`src/rtl/fifo_uart_tx_if.sv`:
```
// fifo_uart_tx_if: bundles the upstream FIFO handshake and the serial-side
// outputs of fifo_uart_tx.
//   en          transmit enable (starts of new frames only)
//   fifo_empty  upstream FIFO empty flag
//   fifo_dout   upstream FIFO head word (first-word-fall-through)
//   fifo_deq    single-cycle pop strobe back to the FIFO
//   tx          serial line, idle high
//   busy        frame in progress
// master: the side that owns the FIFO and enable; slave: the transmitter.
interface fifo_uart_tx_if #(
    parameter int unsigned WIDTH = 8
);
    logic             en;
    logic             fifo_empty;
    logic [WIDTH-1:0] fifo_dout;
    logic             fifo_deq;
    logic             tx;
    logic             busy;

    modport master (
        output en,
        output fifo_empty,
        output fifo_dout,
        input  fifo_deq,
        input  tx,
        input  busy
    );

    modport slave (
        input  en,
        input  fifo_empty,
        input  fifo_dout,
        output fifo_deq,
        output tx,
        output busy
    );
endinterface

```
`src/rtl/fifo_uart_tx.sv`:
```
// fifo_uart_tx: pops words from a first-word-fall-through FIFO and sends each
// as a UART frame (1 start bit, WIDTH data bits LSB first, 1 stop bit, no
// parity), every bit lasting DIV clocks.
//   clk   system clock, rising edge
//   rst   synchronous active-high reset; aborts any frame in flight
//   bus   fifo_uart_tx_if.slave: en, fifo_empty, fifo_dout in;
//         fifo_deq (combinational pop strobe), tx, busy out
module fifo_uart_tx #(
    parameter int unsigned DIV   = 868,
    parameter int unsigned WIDTH = 8
) (
    input  logic          clk,
    input  logic          rst,
    fifo_uart_tx_if.slave bus
);
    localparam int unsigned BAUD_W = $clog2(DIV);
    localparam int unsigned BIT_W  = (WIDTH > 1) ? $clog2(WIDTH) : 1;

    localparam logic [BAUD_W-1:0] BAUD_LAST = BAUD_W'(DIV - 1);
    localparam logic [BIT_W-1:0]  BIT_LAST  = BIT_W'(WIDTH - 1);

    typedef enum logic [1:0] {
        IDLE  = 2'd0,
        START = 2'd1,
        DATA  = 2'd2,
        STOP  = 2'd3
    } state_t;

    state_t             state_q, state_d;
    logic [BAUD_W-1:0]  baud_q,  baud_d;
    logic [BIT_W-1:0]   bit_q,   bit_d;
    logic [WIDTH-1:0]   shift_q, shift_d;
    logic               tx_q,    tx_d;
    logic               busy_q,  busy_d;

    logic               deq_c;
    logic               baud_tick_c;
    logic [WIDTH-1:0]   shift_next_c;

    // Pop only from IDLE; rst masks it so no word is lost during reset.
    assign deq_c        = (state_q == IDLE) & bus.en & ~bus.fifo_empty & ~rst;
    assign baud_tick_c  = (baud_q == BAUD_LAST);
    assign shift_next_c = shift_q >> 1;

    assign bus.fifo_deq = deq_c;
    assign bus.tx       = tx_q;
    assign bus.busy     = busy_q;

    // Next-state, counters and the registered line value for the next clock.
    always_comb begin
        state_d = state_q;
        baud_d  = baud_q;
        bit_d   = bit_q;
        shift_d = shift_q;
        tx_d    = tx_q;

        case (state_q)
            IDLE: begin
                tx_d   = 1'b1;
                baud_d = '0;
                bit_d  = '0;
                if (deq_c) begin
                    shift_d = bus.fifo_dout;
                    state_d = START;
                    tx_d    = 1'b0;
                end
            end

            START: begin
                baud_d = baud_tick_c ? '0 : baud_q + BAUD_W'(1);
                if (baud_tick_c) begin
                    state_d = DATA;
                    bit_d   = '0;
                    tx_d    = shift_q[0];
                end
            end

            DATA: begin
                baud_d = baud_tick_c ? '0 : baud_q + BAUD_W'(1);
                if (baud_tick_c) begin
                    shift_d = shift_next_c;
                    if (bit_q == BIT_LAST) begin
                        state_d = STOP;
                        bit_d   = '0;
                        tx_d    = 1'b1;
                    end else begin
                        bit_d = bit_q + BIT_W'(1);
                        // Next LSB is presented on the line in the same edge
                        // that shifts it into position.
                        tx_d  = shift_next_c[0];
                    end
                end
            end

            STOP: begin
                baud_d = baud_tick_c ? '0 : baud_q + BAUD_W'(1);
                tx_d   = 1'b1;
                if (baud_tick_c) begin
                    state_d = IDLE;
                end
            end

            default: begin
                state_d = IDLE;
                baud_d  = '0;
                bit_d   = '0;
                tx_d    = 1'b1;
            end
        endcase

        busy_d = (state_d != IDLE);
    end

    // State and datapath registers.
    always_ff @(posedge clk) begin
        if (rst) begin
            state_q <= IDLE;
            baud_q  <= '0;
            bit_q   <= '0;
            shift_q <= '0;
            tx_q    <= 1'b1;
            busy_q  <= 1'b0;
        end else begin
            state_q <= state_d;
            baud_q  <= baud_d;
            bit_q   <= bit_d;
            shift_q <= shift_d;
            tx_q    <= tx_d;
            busy_q  <= busy_d;
        end
    end
endmodule

```
`src/flat_wrapper.sv`:
```
// flat-port wrapper written by rule: the top's interface ports become plain ports
module fifo_uart_tx_flat 
#(
    parameter int unsigned DIV   = 868,
    parameter int unsigned WIDTH = 8
)
  (clk, rst, bus_en, bus_fifo_empty, bus_fifo_dout, bus_fifo_deq, bus_tx, bus_busy);
  fifo_uart_tx_if #(.WIDTH(WIDTH)) bus_i ();
  input  logic clk;
  input  logic rst;
  input wire logic [$bits(bus_i.en)-1:0] bus_en;
  input wire logic [$bits(bus_i.fifo_empty)-1:0] bus_fifo_empty;
  input wire logic [$bits(bus_i.fifo_dout)-1:0] bus_fifo_dout;
  output wire logic [$bits(bus_i.fifo_deq)-1:0] bus_fifo_deq;
  output wire logic [$bits(bus_i.tx)-1:0] bus_tx;
  output wire logic [$bits(bus_i.busy)-1:0] bus_busy;
  assign bus_i.en = bus_en;
  assign bus_i.fifo_empty = bus_fifo_empty;
  assign bus_i.fifo_dout = bus_fifo_dout;
  assign bus_fifo_deq = bus_i.fifo_deq;
  assign bus_tx = bus_i.tx;
  assign bus_busy = bus_i.busy;
  fifo_uart_tx #(.DIV(DIV), .WIDTH(WIDTH)) u_core (.clk(clk), .rst(rst), .bus(bus_i));
endmodule
```
`config.mk`:
```
export PLATFORM = sky130hd
export DESIGN_NAME = fifo_uart_tx_flat
export DESIGN_NICKNAME = d
export VERILOG_FILES = /design/src/rtl/fifo_uart_tx_if.sv /design/src/rtl/fifo_uart_tx.sv /design/src/flat_wrapper.sv
export SDC_FILE = /design/constraint.sdc
export NUM_CORES = 1
export LEC_CHECK = 0
export BUFFER_PORTS_ARGS = -buffer_cell sky130_fd_sc_hd__buf_2
export CORE_AREA = 5 5 57 59
export DETAILED_ROUTE_END_ITERATION = 7
export DIE_AREA = 0 0 62 64
export PLACE_DENSITY = 0.75
export SETUP_SLACK_MARGIN = 0.4
export SLEW_MARGIN = 20
export SYNTH_ARGS = -nofsm -noshare
export SYNTH_HDL_FRONTEND = slang
export SYNTH_SLANG_ARGS = --single-unit
```
`constraint.sdc`:
```
create_clock -name clk -period 2.1 [get_ports clk]
set_input_delay 0 -clock clk [delete_from_list [all_inputs] [get_ports clk]]
set_output_delay 0 -clock clk [all_outputs]
set_load 0.005 [all_outputs]
```
==> results.md, run 1 <==
- Status: finished clean
- Core ar.: 2660 um2
- RR Endpoint: u_core.shift_q[0]
- Synth top area cells: dfxtp_1 39%, mux2i_1 8.7%, a211oi_2 6.9%
- Largest net degree at the start of global routing: 17
- Setup violators final: 0
- R2R depth: 5
- Critical path origin: u_core.state_q[0]
- Port-buffer cells: 14
- Synth Flop Type: dfxtp_1
- Total grt overflow: 0
- Post-synth cell types: 36
- Ys async rst share: 0
- Clock sink total: 25
- Nets: 156
- Wire length per cell: 13.6 um
- Setup CP Type: flop to primary output
- CTS tree: yes
- Synth Warn #: 0
- Critical path capture point type: primary output
- DR iter-0 viols: 46
- Reg2reg setup slack: 540 ps
- Post-synth EDFFs: 0
- DIE AREA: 3970 um2
- DRC viols: 0
- Final hold violation count: 0
- Area delta synth->final: 10.7%
- GRT Total Usage: 0.133
- Final WL: 2.32 mm
- Initial Util: 0.476
- Worst ir drop on vdd: 0.391 mV
- Synth top area share: 0.395
- GP Congestion: 0.755
- HP Class: input port to flop
- CP max stage cell: or4_4
- Critical Path AT: 1610 ps
- Setup TNS Final: 0 ps
- Pleak: 0.574 nW
- Post-Syn Instances: 125
- Antenna Cells: 0
- Slew headroom: 0.765
- Vias per cell: 5.58
- Reg clk slew, reported paths: 130 ps
- Vias in the first global route: 992
- Critical Path Fanout Max: 10
- Worst Path Required: 2100 ps
- Max-cap violations: 0
- Register bit total from synthesis: 25
- Clock Path Buffers: 2
- CTS Buf Count: 3
- Ports: 15
- Instance area at placement: 1340 um2
- Post-Syn Area: 1270 um2
- Ordered list of cells on the worst path: or4_4 -> inv_4 -> buf_2
- Hold Crit Start: bus_en
- WHS Path Cells: 4
- Post-DP HPWL: 1.77 mm
- Layout cells sized above 1: 0.279
- Site Rows: 19
- CTS root buffer: clkbuf_4
- Initial antenna violation count: 0
- Htree depth: 1
- Startpoint Class: flop
- Mean Syn Cell Area: 10.1 um2
- Post-DRT Antenna Nets: 0
- Final Max Slew Viols: 0
- Worst Skew: 4.13 ps
- Period utilization: 0.765
- Sequential area share after synthesis: 0.395
- Design area: 1400 um2
- Die Ht: 64 um
- Drt pass-1 iters: 4
- Worst min-delay path endpoint: u_core.bus.busy
- Clock latency on the worst-skew pair: 320 ps
- Cell accounting for the most synthesized area: dfxtp_1
- RSZ-0062 raised after global routing: no
- F_max: 622 MHz
- Pwr dens: 551 nW/um2
- Vias: 955
- Syn Nets: 140
- Worst reg2reg path startpoint: u_core.state_q[0]
- Global-route wire length before repair: 4.13 mm
- Final min period: 1610 ps
- Worst-Margin Slew: 350 ps
- Max stage delay on crit path: 600 ps
- Die Width: 62 um
[cell families after synthesis]
family                     after synthesis  synth area share
buffers and inverters                    7            0.0385
and+or+nand+nor                         54             0.269
muxes                                   11            0.0869
adders and majority gates                3            0.0296
AOI/OAI and AO/OA                       16             0.119
xor gates and xnor gates                 9            0.0622
DFF                                     25             0.395
[Yosys cell counts, drive strengths merged (4+ instances only)]
master	instances
a211oi	7
buf	4
dfxtp	25
mux2i	11
nand2	4
nand4	4
nor2	19
nor3	11
xnor2	5
xor2	4
[layout by cell type, fill, tap and decap left out, types with 2 or more instances in the layout]
master	instances
a211oi_2	7
or3_4	2
nand3_1	3
nor3_1	10
xor2_1	4
nand2_1	2
clkbuf_4	3
buf_2	14
mux2i_1	11
nand4_1	4
a21oi_1	3
dfxtp_1	25
nor4_4	2
xnor2_1	5
nor2_1	19
nand2b_1	2
ha_1	2
[worst max-delay path by stage]
stage	to	slack, ps	cells past startpoint
floorplan	u_core.shift_q[0]	620	5
global placement	u_core.shift_q[6]	450	4
detailed placement	u_core.shift_q[5]	400	4
CTS	u_core.baud_q[4]	400	5
global route	u_core.shift_q[1]	410	5
finish	bus_fifo_deq	490	3
[registers in the layout, summed over array words and instances, names as in the netlist]
register	count
u_core.baud_q	10
u_core.shift_q	8
u_core.bit_q	3
u_core.state_q	2
u_core.bus.busy	1
u_core.bus.tx	1
[metrics by stage]
stage                     setup WS (ps)  utilization  hold WS, ps  total power, mW  std cells
after CTS                           401        0.520         25.0            0.780        171
after global routing                414        0.527         41.5            0.812        171
after detailed placement            399        0.502          261            0.569        165
after global placement              447        0.502          252            0.565        165
final                               493        0.527         27.1            0.773        171
after floorplan                     625            -          136            0.548        125
[final cells by class]
type | instances | area (um2)
multi-input cells | 93 | 738
clock inverters | 1 | 5.00
clock buffers | 3 | 22.5
inverters | 2 | 10.0
fillers | 255 | 1260
flip-flops and latches | 25 | 500
well taps | 31 | 38.8
repair buffers | 16 | 87.6
[where the power goes]
group | switching, mW | internal, mW | total, mW
sequential | 0.00815 | 0.486 | 0.494
clock | 0.141 | 0.0713 | 0.213
combinational | 0.0332 | 0.0324 | 0.0656
[routing by layer]
metal  GRT usage  share of wire  vias to the layer above
met2       0.231           0.51                       13
met4      0.0557          0.017                        0
met5           0              0                        -
met3      0.0181          0.034                        5
met1       0.158           0.43                      455
li1            -              -                      482
[critical path, delay by kind of cell (launching register included)]
| kind | cells | cell delay [ps] |
|---|---|---|
| buffers and inverters | 2 | 260 |
| AND/OR/NAND/NOR | 1 | 600 |
| flip-flops | 1 | 430 |
[what timing repair did]
action / 4_1_cts / 5_1_grt
hold endpoints to repair: 1 / 0
buffers inserted: 1 / 0
gates resized for setup: 1 / 3
setup endpoints to repair: 7 / 20
gates cloned: 0 / 0
hold buffers: 1 / 0
pin swaps: 1 / 0
Note: power is estimated with default switching activity, not from simulation.
==> run 2, diff against run 1 <==
Settings changed: ABC_AREA set to 1, PLACE_DENSITY 0.75 to 0.79.
Clock period 2.1 ns to 1.4 ns, I/O delays scaled along.
==> run 2 against run 1 <==
Clock-buffer cell count grew 1; critical endpoint is now u_core.shift_q[4]; critical path depth grew 5; clock power grew 56%.
==> results.md, run 2 <==
- Vias per cell: 5.08
- Dpl ws: 115 ps
- Hold Crit Start: bus_fifo_dout[1]
- Period utilization: 0.917
- Worst Skew: 10.3 ps
- GP Congestion: 0.835
- Commonest non-fill, non-tap cell in the layout: nand2_1
- Sequential area share after synthesis: 0.387
- Slew headroom: 0.819
- Worst-Margin Slew: 269 ps
- DR iter-0 viols: 43
- Post-Synth Simple-Gate Area: 0.415
- R2R depth: 8
- Syn Nets: 200
- F_max: 779 MHz
- Site Rows: 19
- Pwr dens: 671 nW/um2
- Area delta synth->final: 38.6%
- DRC viols: 0
- Reg clk slew, reported paths: 140 ps
- Largest net degree at the start of global routing: 16
- Global-route wire length before repair: 5.35 mm
- Largest family of logic cells by synthesized area: simple AND/OR/NAND/NOR gates
- Setup CP Type: flop to flop
- Comb pwr share: 0.106
- Reg2reg setup slack: 120 ps
- Post-synth EDFFs: 0
- Commonest cells post-synth: 39 x nand2_1, 29 x nor2_1, 25 x dfxtp_1
- Synth top area cells: dfxtp_1 39%, nand2_1 11%, nand3_1 9.3%
- Final Max Slew Viols: 0
- RSZ-0062 raised after global routing: yes
- Die Width: 62 um
- CTS root buffer: clkbuf_4
- GRT Total Usage: 0.172
- Max reg flops: 10
- Vias in the first global route: 1285
- Post-Syn Area: 1290 um2
- Synth top area share: 0.387
- Clock network power share: 0.277
- Ys async rst share: 0
- Setup violators final: 0
- Synth Area in Adders: 0.0290
- Worst ir drop on vdd: 0.617 mV
- Post-DP HPWL: 1.93 mm
- Critical path capture point type: flop
- DIE AREA: 3970 um2
- Port-buffer cells: 14
- Startpoint Class: flop
- Net Sw Power: 302 uW
- Switching Fraction: 0.251
- Clock Path Buffers: 2
- Cell accounting for the most synthesized area: dfxtp_1
- Worst min-delay path endpoint: u_core.shift_q[1]
- Drt pass-1 iters: 4
- Final min period: 1280 ps
- Nets: 234
- HP Class: input port to flop
- Synth Warn #: 0
- Largest register by flop count: u_core.baud_q
- Layout cells sized above 1: 0.454
- CTS Buf Count: 3
- Post-synth cell types: 24
- FILL cells: 195
- Core ar.: 2660 um2
- Post-Synth XOR/XNOR Area: 0
- Clock latency on the worst-skew pair: 330 ps
- Reg power frac: 0.617
- Total grt overflow: 0
- Antenna Cells: 0
- WHS Path Cells: 5
- Pleak: 0.764 nW
- Die Ht: 64 um
- Synth Flop Type: dfxtp_1
- Register bit total from synthesis: 25
- CTS tree: yes
- Most frequent cells in the layout: 34 x nand2_1, 17 x nand3_1
- Post-DRT Antenna Nets: 0
- Wire length per cell: 12.1 um
- Clock sink total: 25
- RR Endpoint: u_core.shift_q[4]
- Mean Syn Cell Area: 6.99 um2
- Worst Path Required: 1630 ps
- Ports: 15
- Biggest regs: u_core.baud_q (10), u_core.shift_q (8), u_core.bit_q (3)
- Multiplexer share of the synthesized area: 0
- Internal power: 900 uW
- Critical Path Fanout Max: 7
- Critical Path AT: 1520 ps
- Post-Syn Instances: 185
- Initial Util: 0.486
- Worst reg2reg path startpoint: u_core.baud_q[1]
- Initial antenna violation count: 0
- Htree depth: 1
- Final hold violation count: 0
- Max-cap violations: 0
- Slack of the critical path: 117 ps
- Count leader, synth: nand2_1
- Compound-Gate Fraction of Synth Area: 0.0774
- Status: finished clean
- Final WL: 3.01 mm
- Setup TNS Final: 0 ps
- Vias: 1264
[run 2: cell types whose count changed after synthesis, moves of 4 or more]
| cell | previous run | this run |
|---|---|---|
| nand2_1 | 2 | 39 |
| nand3_1 | 3 | 24 |
| inv_1 | 1 | 16 |
| mux2i_1 | 11 | 0 |
| nor2_1 | 19 | 29 |
| a211oi_2 | 7 | 0 |
| inv_2 | 0 | 7 |
| nor3_1 | 10 | 3 |
| o21ai_1 | 0 | 7 |
| a21oi_1 | 3 | 9 |
| xnor2_1 | 5 | 0 |
| o21ai_0 | 0 | 4 |
| xor2_1 | 4 | 0 |
[run 2: worst max path at each step]
stage                     start           endpoint  slack, ps  cells past startpoint
6_report       u_core.baud_q[1]  u_core.shift_q[4]        120                      8
5_1_grt        u_core.baud_q[1]  u_core.shift_q[5]         40                      8
4_1_cts        u_core.baud_q[0]   u_core.baud_q[5]        180                      6
3_5_place_dp   u_core.baud_q[4]  u_core.shift_q[2]        110                      8
3_3_place_gp   u_core.baud_q[4]  u_core.shift_q[2]        130                      8
2_1_floorplan  u_core.baud_q[1]  u_core.shift_q[0]        240                      8
[run 2: metrics by stage]
stage | cell area, um2 | hold slack (ps) | power (mW) | cells | util
6_report | 1790 | 31.0 | 1.20 | 249 | 0.673
5_1_grt | 1790 | 36.9 | 1.27 | 249 | 0.673
4_1_cts | 1740 | 24.4 | 1.21 | 248 | 0.652
3_5_place_dp | 1470 | 223 | 0.860 | 229 | 0.554
3_3_place_gp | 1470 | 222 | 0.859 | 229 | 0.554
2_1_floorplan | 1380 | 61.7 | 0.825 | 185 | -
[run 2: kinds of logic (layout without fill, tap and decap cells)]
| logic type | Yosys count | after routing |
|---|---|---|
| and+or+nand+nor | 110 | 111 |
| AOI/OAI and AO/OA | 20 | 20 |
| DFF | 25 | 25 |
| buffers and inverters | 27 | 59 |
| adders and majority gates | 3 | 3 |
[run 2: power groups by stage]
stage               sequential [mW]  combinational [mW]  clock [mW]
floorplan                     0.755              0.0696           0
global placement              0.756               0.103           0
detailed placement            0.757               0.104           0
CTS                           0.741               0.124       0.342
global route                  0.744               0.149       0.376
finish                        0.741               0.128       0.333
[run 2: critical path, stage by stage (launching register included)]
cell	delay [ps]
dfxtp_2	380
ha_4	160
nand2_4	70
nor2_4	160
nand2_4	100
nand2_4	80
nand2_4	80
nor2_2	110
nor2_1	50
[run 2: what timing repair did]
action	4_1_cts	5_1_grt
gates cloned	1	0
buffers inserted	10	1
pin swaps	21	5
hold endpoints to repair	6	0
resized for setup	30	16
hold buffers	4	0
endpoints found under the setup margin	26	26
[run 2: metal layers]
metal / track usage / wire [um] / up-vias
met5: 0 / 0 / -
met1: 0.225 / 1380 / 570
met4: 0.0690 / 41 / 0
met2: 0.273 / 1480 / 25
met3: 0.0322 / 103 / 4
li1: - / - / 665
[run 2: layout make-up]
cell class	instances	area (um2)	area share
tap	31	38.8	0.0216
clock buffer	4	26.3	0.0147
sequential	25	514	0.287
multi-input combinational	134	907	0.506
timing repair buffer	31	211	0.118
inverter	24	95.1	0.0530
